===== src/rtl/isp_interp_pkg.sv =====
// Shared constants for the multi-channel 2x2 bilinear interpolator.
package isp_interp_pkg;

    localparam int unsigned FW_DEF        = 5;
    localparam int unsigned S             = 32'd1 << FW_DEF;
    localparam int unsigned HALF_RND      = 32'd1 << (2 * FW_DEF - 1);
    localparam logic        MODE_BILINEAR = 1'b0;
    localparam logic        MODE_NEAREST  = 1'b1;
    localparam int unsigned LAT           = 4;

    // Fraction scale 2**fw for an arbitrary fraction width.
    function automatic int unsigned scale_of(input int unsigned fw);
        return 32'd1 << fw;
    endfunction

endpackage


===== src/rtl/interp_lerp1d.sv =====
// Registered one-dimensional blend y = a*(S-f) + b*f, exact in W+FW bits.
module interp_lerp1d
    import isp_interp_pkg::*;
#(
    parameter int unsigned W  = 8,
    parameter int unsigned FW = 5
) (
    input  logic            clk,
    input  logic            rst,
    input  logic            en_i,
    input  logic [W-1:0]    a_i,
    input  logic [W-1:0]    b_i,
    input  logic [FW-1:0]   f_i,
    output logic [W+FW-1:0] y_o
);

    localparam int unsigned YW = W + FW;

    logic [YW-1:0] sf;
    logic [YW-1:0] y_d;
    logic [YW-1:0] y_q;

    // Each product and the sum are bounded by (2**W-1)*2**FW, so YW bits are exact.
    assign sf  = YW'(scale_of(FW)) - YW'(f_i);
    assign y_d = YW'(a_i) * sf + YW'(b_i) * YW'(f_i);

    always_ff @(posedge clk) begin
        if (!rst) begin
            y_q <= '0;
        end else if (en_i) begin
            y_q <= y_d;
        end
    end

    assign y_o = y_q;

endmodule


===== src/rtl/bilinear_interp_pipe.sv =====
// Four-stage multi-channel 2x2 interpolator with bilinear/nearest modes,
// valid/ready backpressure and a sideband carried alongside each sample.
module bilinear_interp_pipe
    import isp_interp_pkg::*;
#(
    parameter int unsigned DW     = 8,
    parameter int unsigned FW     = 5,
    parameter int unsigned CH     = 3,
    parameter int unsigned USER_W = 2
) (
    input  logic              clk,
    input  logic              rst,
    input  logic              i_vld,
    output logic              i_rdy,
    input  logic              i_mode,
    input  logic [FW-1:0]     frac_w,
    input  logic [FW-1:0]     frac_h,
    input  logic [CH*DW-1:0]  d0,
    input  logic [CH*DW-1:0]  d1,
    input  logic [CH*DW-1:0]  d2,
    input  logic [CH*DW-1:0]  d3,
    input  logic [USER_W-1:0] i_user,
    output logic [CH*DW-1:0]  o_d,
    output logic [USER_W-1:0] o_user,
    output logic              o_vld,
    input  logic              o_rdy
);

    localparam int unsigned PW   = CH * DW;
    localparam int unsigned HW   = DW + FW;
    localparam int unsigned AW   = DW + 2 * FW;
    localparam int unsigned HALF = 32'd1 << (2 * FW - 1);

    logic                         en;
    logic [PW-1:0]                d0_q, d1_q, d2_q, d3_q;
    logic [FW-1:0]                fw_q, fh_q, fh2_q;
    logic [PW-1:0]                nn_d, nn2_q, nn3_q;
    logic [PW-1:0]                rnd_w;
    logic [PW-1:0]                o_d_d, o_d_q;
    logic [LAT-1:0]               vld_q;
    logic [LAT-1:0][USER_W-1:0]   user_q;
    logic [LAT-2:0]               mode_q;
    logic [HW-1:0]                top_w [CH];
    logic [HW-1:0]                bot_w [CH];
    logic [AW-1:0]                acc_w [CH];

    // Whole pipeline advances together unless the output is held by the sink.
    assign en    = ~o_vld | o_rdy;
    assign i_rdy = en;

    for (genvar c = 0; c < CH; c++) begin : g_ch
        interp_lerp1d #(.W(DW), .FW(FW)) u_top (
            .clk (clk), .rst (rst), .en_i (en),
            .a_i (d0_q[c*DW +: DW]), .b_i (d1_q[c*DW +: DW]),
            .f_i (fw_q), .y_o (top_w[c])
        );
        interp_lerp1d #(.W(DW), .FW(FW)) u_bot (
            .clk (clk), .rst (rst), .en_i (en),
            .a_i (d2_q[c*DW +: DW]), .b_i (d3_q[c*DW +: DW]),
            .f_i (fw_q), .y_o (bot_w[c])
        );
        interp_lerp1d #(.W(HW), .FW(FW)) u_vert (
            .clk (clk), .rst (rst), .en_i (en),
            .a_i (top_w[c]), .b_i (bot_w[c]),
            .f_i (fh2_q), .y_o (acc_w[c])
        );

        // Fraction MSB set means f >= S/2, i.e. the far neighbour is nearer.
        assign nn_d[c*DW +: DW] = fw_q[FW-1]
            ? (fh_q[FW-1] ? d3_q[c*DW +: DW] : d1_q[c*DW +: DW])
            : (fh_q[FW-1] ? d2_q[c*DW +: DW] : d0_q[c*DW +: DW]);

        // acc + HALF stays below 2**AW because acc <= (2**DW-1)*S*S.
        assign rnd_w[c*DW +: DW] = DW'((acc_w[c] + AW'(HALF)) >> (2 * FW));
    end

    always_comb begin
        o_d_d = rnd_w;
        if (mode_q[LAT-2] == MODE_NEAREST) begin
            o_d_d = nn3_q;
        end
    end

    always_ff @(posedge clk) begin
        if (!rst) begin
            d0_q   <= '0;
            d1_q   <= '0;
            d2_q   <= '0;
            d3_q   <= '0;
            fw_q   <= '0;
            fh_q   <= '0;
            fh2_q  <= '0;
            nn2_q  <= '0;
            nn3_q  <= '0;
            o_d_q  <= '0;
            vld_q  <= '0;
            user_q <= '0;
            mode_q <= '0;
        end else if (en) begin
            d0_q   <= d0;
            d1_q   <= d1;
            d2_q   <= d2;
            d3_q   <= d3;
            fw_q   <= frac_w;
            fh_q   <= frac_h;
            fh2_q  <= fh_q;
            nn2_q  <= nn_d;
            nn3_q  <= nn2_q;
            o_d_q  <= o_d_d;
            vld_q  <= {vld_q[LAT-2:0], i_vld};
            user_q <= {user_q[LAT-2:0], i_user};
            mode_q <= {mode_q[LAT-3:0], i_mode};
        end
    end

    assign o_d    = o_d_q;
    assign o_vld  = vld_q[LAT-1];
    assign o_user = user_q[LAT-1];

endmodule


===== config.mk =====
export PLATFORM = sky130hd
export DESIGN_NAME = bilinear_interp_pipe
export DESIGN_NICKNAME = d
export VERILOG_FILES = /design/src/rtl/isp_interp_pkg.sv /design/src/rtl/interp_lerp1d.sv /design/src/rtl/bilinear_interp_pipe.sv
export SDC_FILE = /design/constraint.sdc
export NUM_CORES = 2
export LEC_CHECK = 0
export CAP_MARGIN = 5
export CELL_PAD_IN_SITES_DETAIL_PLACEMENT = 1
export CELL_PAD_IN_SITES_GLOBAL_PLACEMENT = 2
export CORE_ASPECT_RATIO = 1.5
export CORE_MARGIN = 2
export CORE_UTILIZATION = 36
export CTS_CLUSTER_SIZE = 30
export DETAILED_ROUTE_END_ITERATION = 16
export HOLD_SLACK_MARGIN = 0.08
export PLACE_DENSITY = 0.89
export REMOVE_ABC_BUFFERS = 1
export SLEW_MARGIN = 40
export SYNTH_ARGS = -nofsm -noshare
export SYNTH_HDL_FRONTEND = slang
export SYNTH_SLANG_ARGS = --single-unit

===== constraint.sdc =====
create_clock -name clk -period 7.1 [get_ports clk]
set_clock_uncertainty 0.2 [all_clocks]
set_input_delay 1.42 -clock clk [delete_from_list [all_inputs] [get_ports clk]]
set_output_delay 1.42 -clock clk [all_outputs]
set_load 0.03 [all_outputs]

==> flow_summary_export.csv <==
group,metric,value,unit
worst_setup_path,path_delay_family,"adder cells",
worst_setup_path,timing.critical_path.buf_inv,5,
sta,worst_pin_slew,866,ps
clock_network,htree_levels,2,
power_and_ir_drop,peakVddDrop,0.000143,V
clock_network,root_buffer,"clkbuf_16",
sta,period_needed,6680,ps
logic_synthesis,yosysTopAreaCellShare,0.318,
min_path,hold_path_class,"reg -> reg",
global_routing,grt.total_usage,0.200,
worst_setup_path,crit_top_cell,"fa_1",
die,start_util,0.363,
worst_setup_path,max_stage_delay,630,ps
clock_network,clock_path_buffers,3,
global_routing,antenna_found_initial,0,
die,dieWidth,285,um
finish,multiInputGateArea,32400,sq um
worst_setup_path,crit_chain,"inv_1, ha_1, nand2_1, xor2_2, buf_4, buf_4, and2_1, fa_1, inv_1, fa_1, inv_1, ha_1, fa_1, fa_1, fa_1, ha_1, a21oi_1, nor2_1, o21a_1, o31ai_4, o311ai_2, or4_1, nand3_1",
logic_synthesis,synthAdderAreaFrac,0.462,
route,drtIter0Drc,1345,
logic_synthesis,ys_seq_area_frac,0.142,
die,io_pins,141,
finish,layout.cells.non_filler,6548,
worst_setup_path,cp_max_fo,15,
finish,nNetsFinal,6244,
clock_network,clkTransAtPathRegs,70,ps
worst_setup_path,path_class,"reg -> reg",
sta,finalHoldViolations,0,
global_routing,grt_pass1_vias,36800,
finish,seqCellArea,6080,sq um
power_and_ir_drop,power_density,208,nW/um^2
logic_synthesis,yosys-top-cells-area,"fa_1 (32%), ha_1 (14%), dfxtp_1 (14%), and2_1 (8.4%), nand2_1 (8.3%)",
sta,whs,250,ps
clock_network,post_cts_buffers,0,
placement,gp_congestion,0.841,
logic_synthesis,synthCells,4934,
die,die_area,122000,sq um
logic_synthesis,synthArstFlopShare,0,
logic_synthesis,netlist_area,42700,sq um
route,vias_per_cell,4.95,
route,routed_wl,118000,um
finish,fillers,14000,
logic_synthesis,synth_ff_type,"dfxtp_1",
global_routing,grt_pass1_wl,194000,um
route,drc_errors,0,
die,fp.dieH,426,um
die,core_area,118000,sq um
power_and_ir_drop,p_leak,0.0225,uW
logic_synthesis,synthMuxAreaShare,0.0152,
logic_synthesis,synthTopCellsByCount,"nand2_1 (940), inv_1 (924), fa_1 (678)",
worst_setup_path,crit_required,7440,ps
finish,drive_gt1_frac,0.0373,
sta,slew_headroom,0.421,
finish,area_growth,10.4,%
logic_synthesis,yosysTopAreaCell,"fa_1",
power_and_ir_drop,power,9810,uW
route,vias,32400,
worst_setup_path,critPathLaunchType,"register",
logic_synthesis,yosys_register_bits,303,
sta,finalSetupViolations,0,
flow_run,cap_violations,0,
logic_synthesis,post_synth_num_cell_types,63,
placement,post-place-cells,6480,
clock_network,insertion_delay,600,ps
clock_network,ctsHoldBuffers,0,
logic_synthesis,synth_compound_area_frac,0.0662,
global_routing,grt_max_degree,180,
die,rows,154,
sta,finalCritPeriodShare,0.941,
logic_synthesis,synth_edf_count,0,
logic_synthesis,synth_top_family_by_area,"adder cells",
logic_synthesis,yosys_warnings,0,
route,dr.pass1.iters,6,
logic_synthesis,yosysMostFrequentCell,"nand2_1",
sta,slew_violations,0,
route,ant_nets,0,
worst_setup_path,end_kind,"register",
worst_setup_path,crit_slowest_cell,"dfxtp_1",
sta,max_freq,150,MHz
logic_synthesis,synthSimpleGateAreaFrac,0.188,
worst_setup_path,cp.arrival,7020,ps
route,routedWlPerCell,18.1,um
logic_synthesis,synthXorXnorAreaFrac,0.0256,
clock_network,cts_made_buffers,36,
clock_network,cts_tree,"built",
global_routing,grt-ovfl-total,0,
sta,rsz0062_at_grt,"no",
logic_synthesis,synth_area_per_cell,8.66,sq um
status,status,"finished clean",
clock_network,clock_sinks,303,
placement,dp_hpwl,94000,um
placement,numPortBuffers,140,
clock_network,cts_resized,0,
[worst paths after layout]
kind / end / slack [ps] / startpoint / cells past startpoint
setup / recovery: g_ch[0].u_vert.y_o[17] / 420 / fh2_q[1] / 23
hold / removal: o_d[10] / 250 / o_d[10] / 2
setup reg to reg: g_ch[0].u_vert.y_o[17] / 420 / fh2_q[1] / 23
hold reg to reg: o_d[10] / 250 / o_d[10] / 2
[where the power goes]
group	internal (uW)	switching [uW]	total, uW
Sequential	1970	436	2400
Combinational	2310	3050	5360
Clock	1170	879	2050
Total	5450	4360	9810
[cell usage in the layout (no fill, tap or decap), types with 12 or more instances in the layout]
master and n:
fa_1 678, clkdlybuf4s50_1 139, inv_1 923, o21ai_1 12, a211oi_1 18, a21oi_1 295
o21ai_0 49, nand3_1 35, and2_1 571, a21o_1 16, nand4_1 16, xor2_1 30
xnor2_1 89, nand2_1 940, nor2_1 45, or3_1 21, clkbuf_16 38, buf_4 59
dfxtp_1 295, ha_1 494, mux4_2 24
[worst reg2reg max path: cells and delay by family, from the launching register on]
kind / cells / cell delay [ps]
fa+ha+maj: 8 / 3350
flops: 1 / 630
buf+inv: 5 / 600
simple gates: 5 / 940
xor+xnor: 1 / 110
compound gates: 4 / 800
[kinds of logic after synthesis]
logic type,after synthesis
mux,35
buf+inv,1145
compound gates,478
xor+xnor,125
simple gates,1676
fa+ha+maj,1172
flops,303
[per-layer routing]
layer / routed length (um) / global-route usage / vias to the layer above
met5: 0 / 0 / -
li1: - / - / 15100
met1: 48800 / 0.239 / 16600
met3: 3440 / 0.0193 / 210
met4: 5160 / 0.0795 / 0
met2: 60800 / 0.367 / 523
[sequential cells by signal, summed over array words and instances (netlist names)]
name	cells
fh_q	5
fh2_q	5
g_ch.u_top.y_o	39
vld_q	4
g_ch.u_bot.y_o	39
mode_q	3
nn3_q	24
d2_q	24
o_user	2
o_d	24
nn2_q	24
fw_q	5
d1_q	24
d0_q	24
g_ch.u_vert.y_o	27
user_q	6
d3_q	24
[area by class of cell]
cell class / instances / area share
Timing Repair Buffer: 206 / 0.0418
Antenna cell: 1 / 0.0000531
Tap cell: 1560 / 0.0414
Multi-Input combinational cell: 3486 / 0.687
Inverter: 926 / 0.0740
Clock buffer: 47 / 0.0215
Sequential cell: 303 / 0.129
Clock inverter: 19 / 0.00496
[metrics by stage]
stage	TNS (ps)	setup WS (ps)	utilization	cell area, sq um
2_1_floorplan	-5456120	-19080	-	41900
5_1_grt	0	131	0.401	47200
6_report	0	421	0.401	47200
4_1_cts	0	410	0.401	47100
3_5_place_dp	0	461	0.390	45900
3_3_place_gp	0	612	0.390	45900
Note: power is estimated with default switching activity, not from simulation.
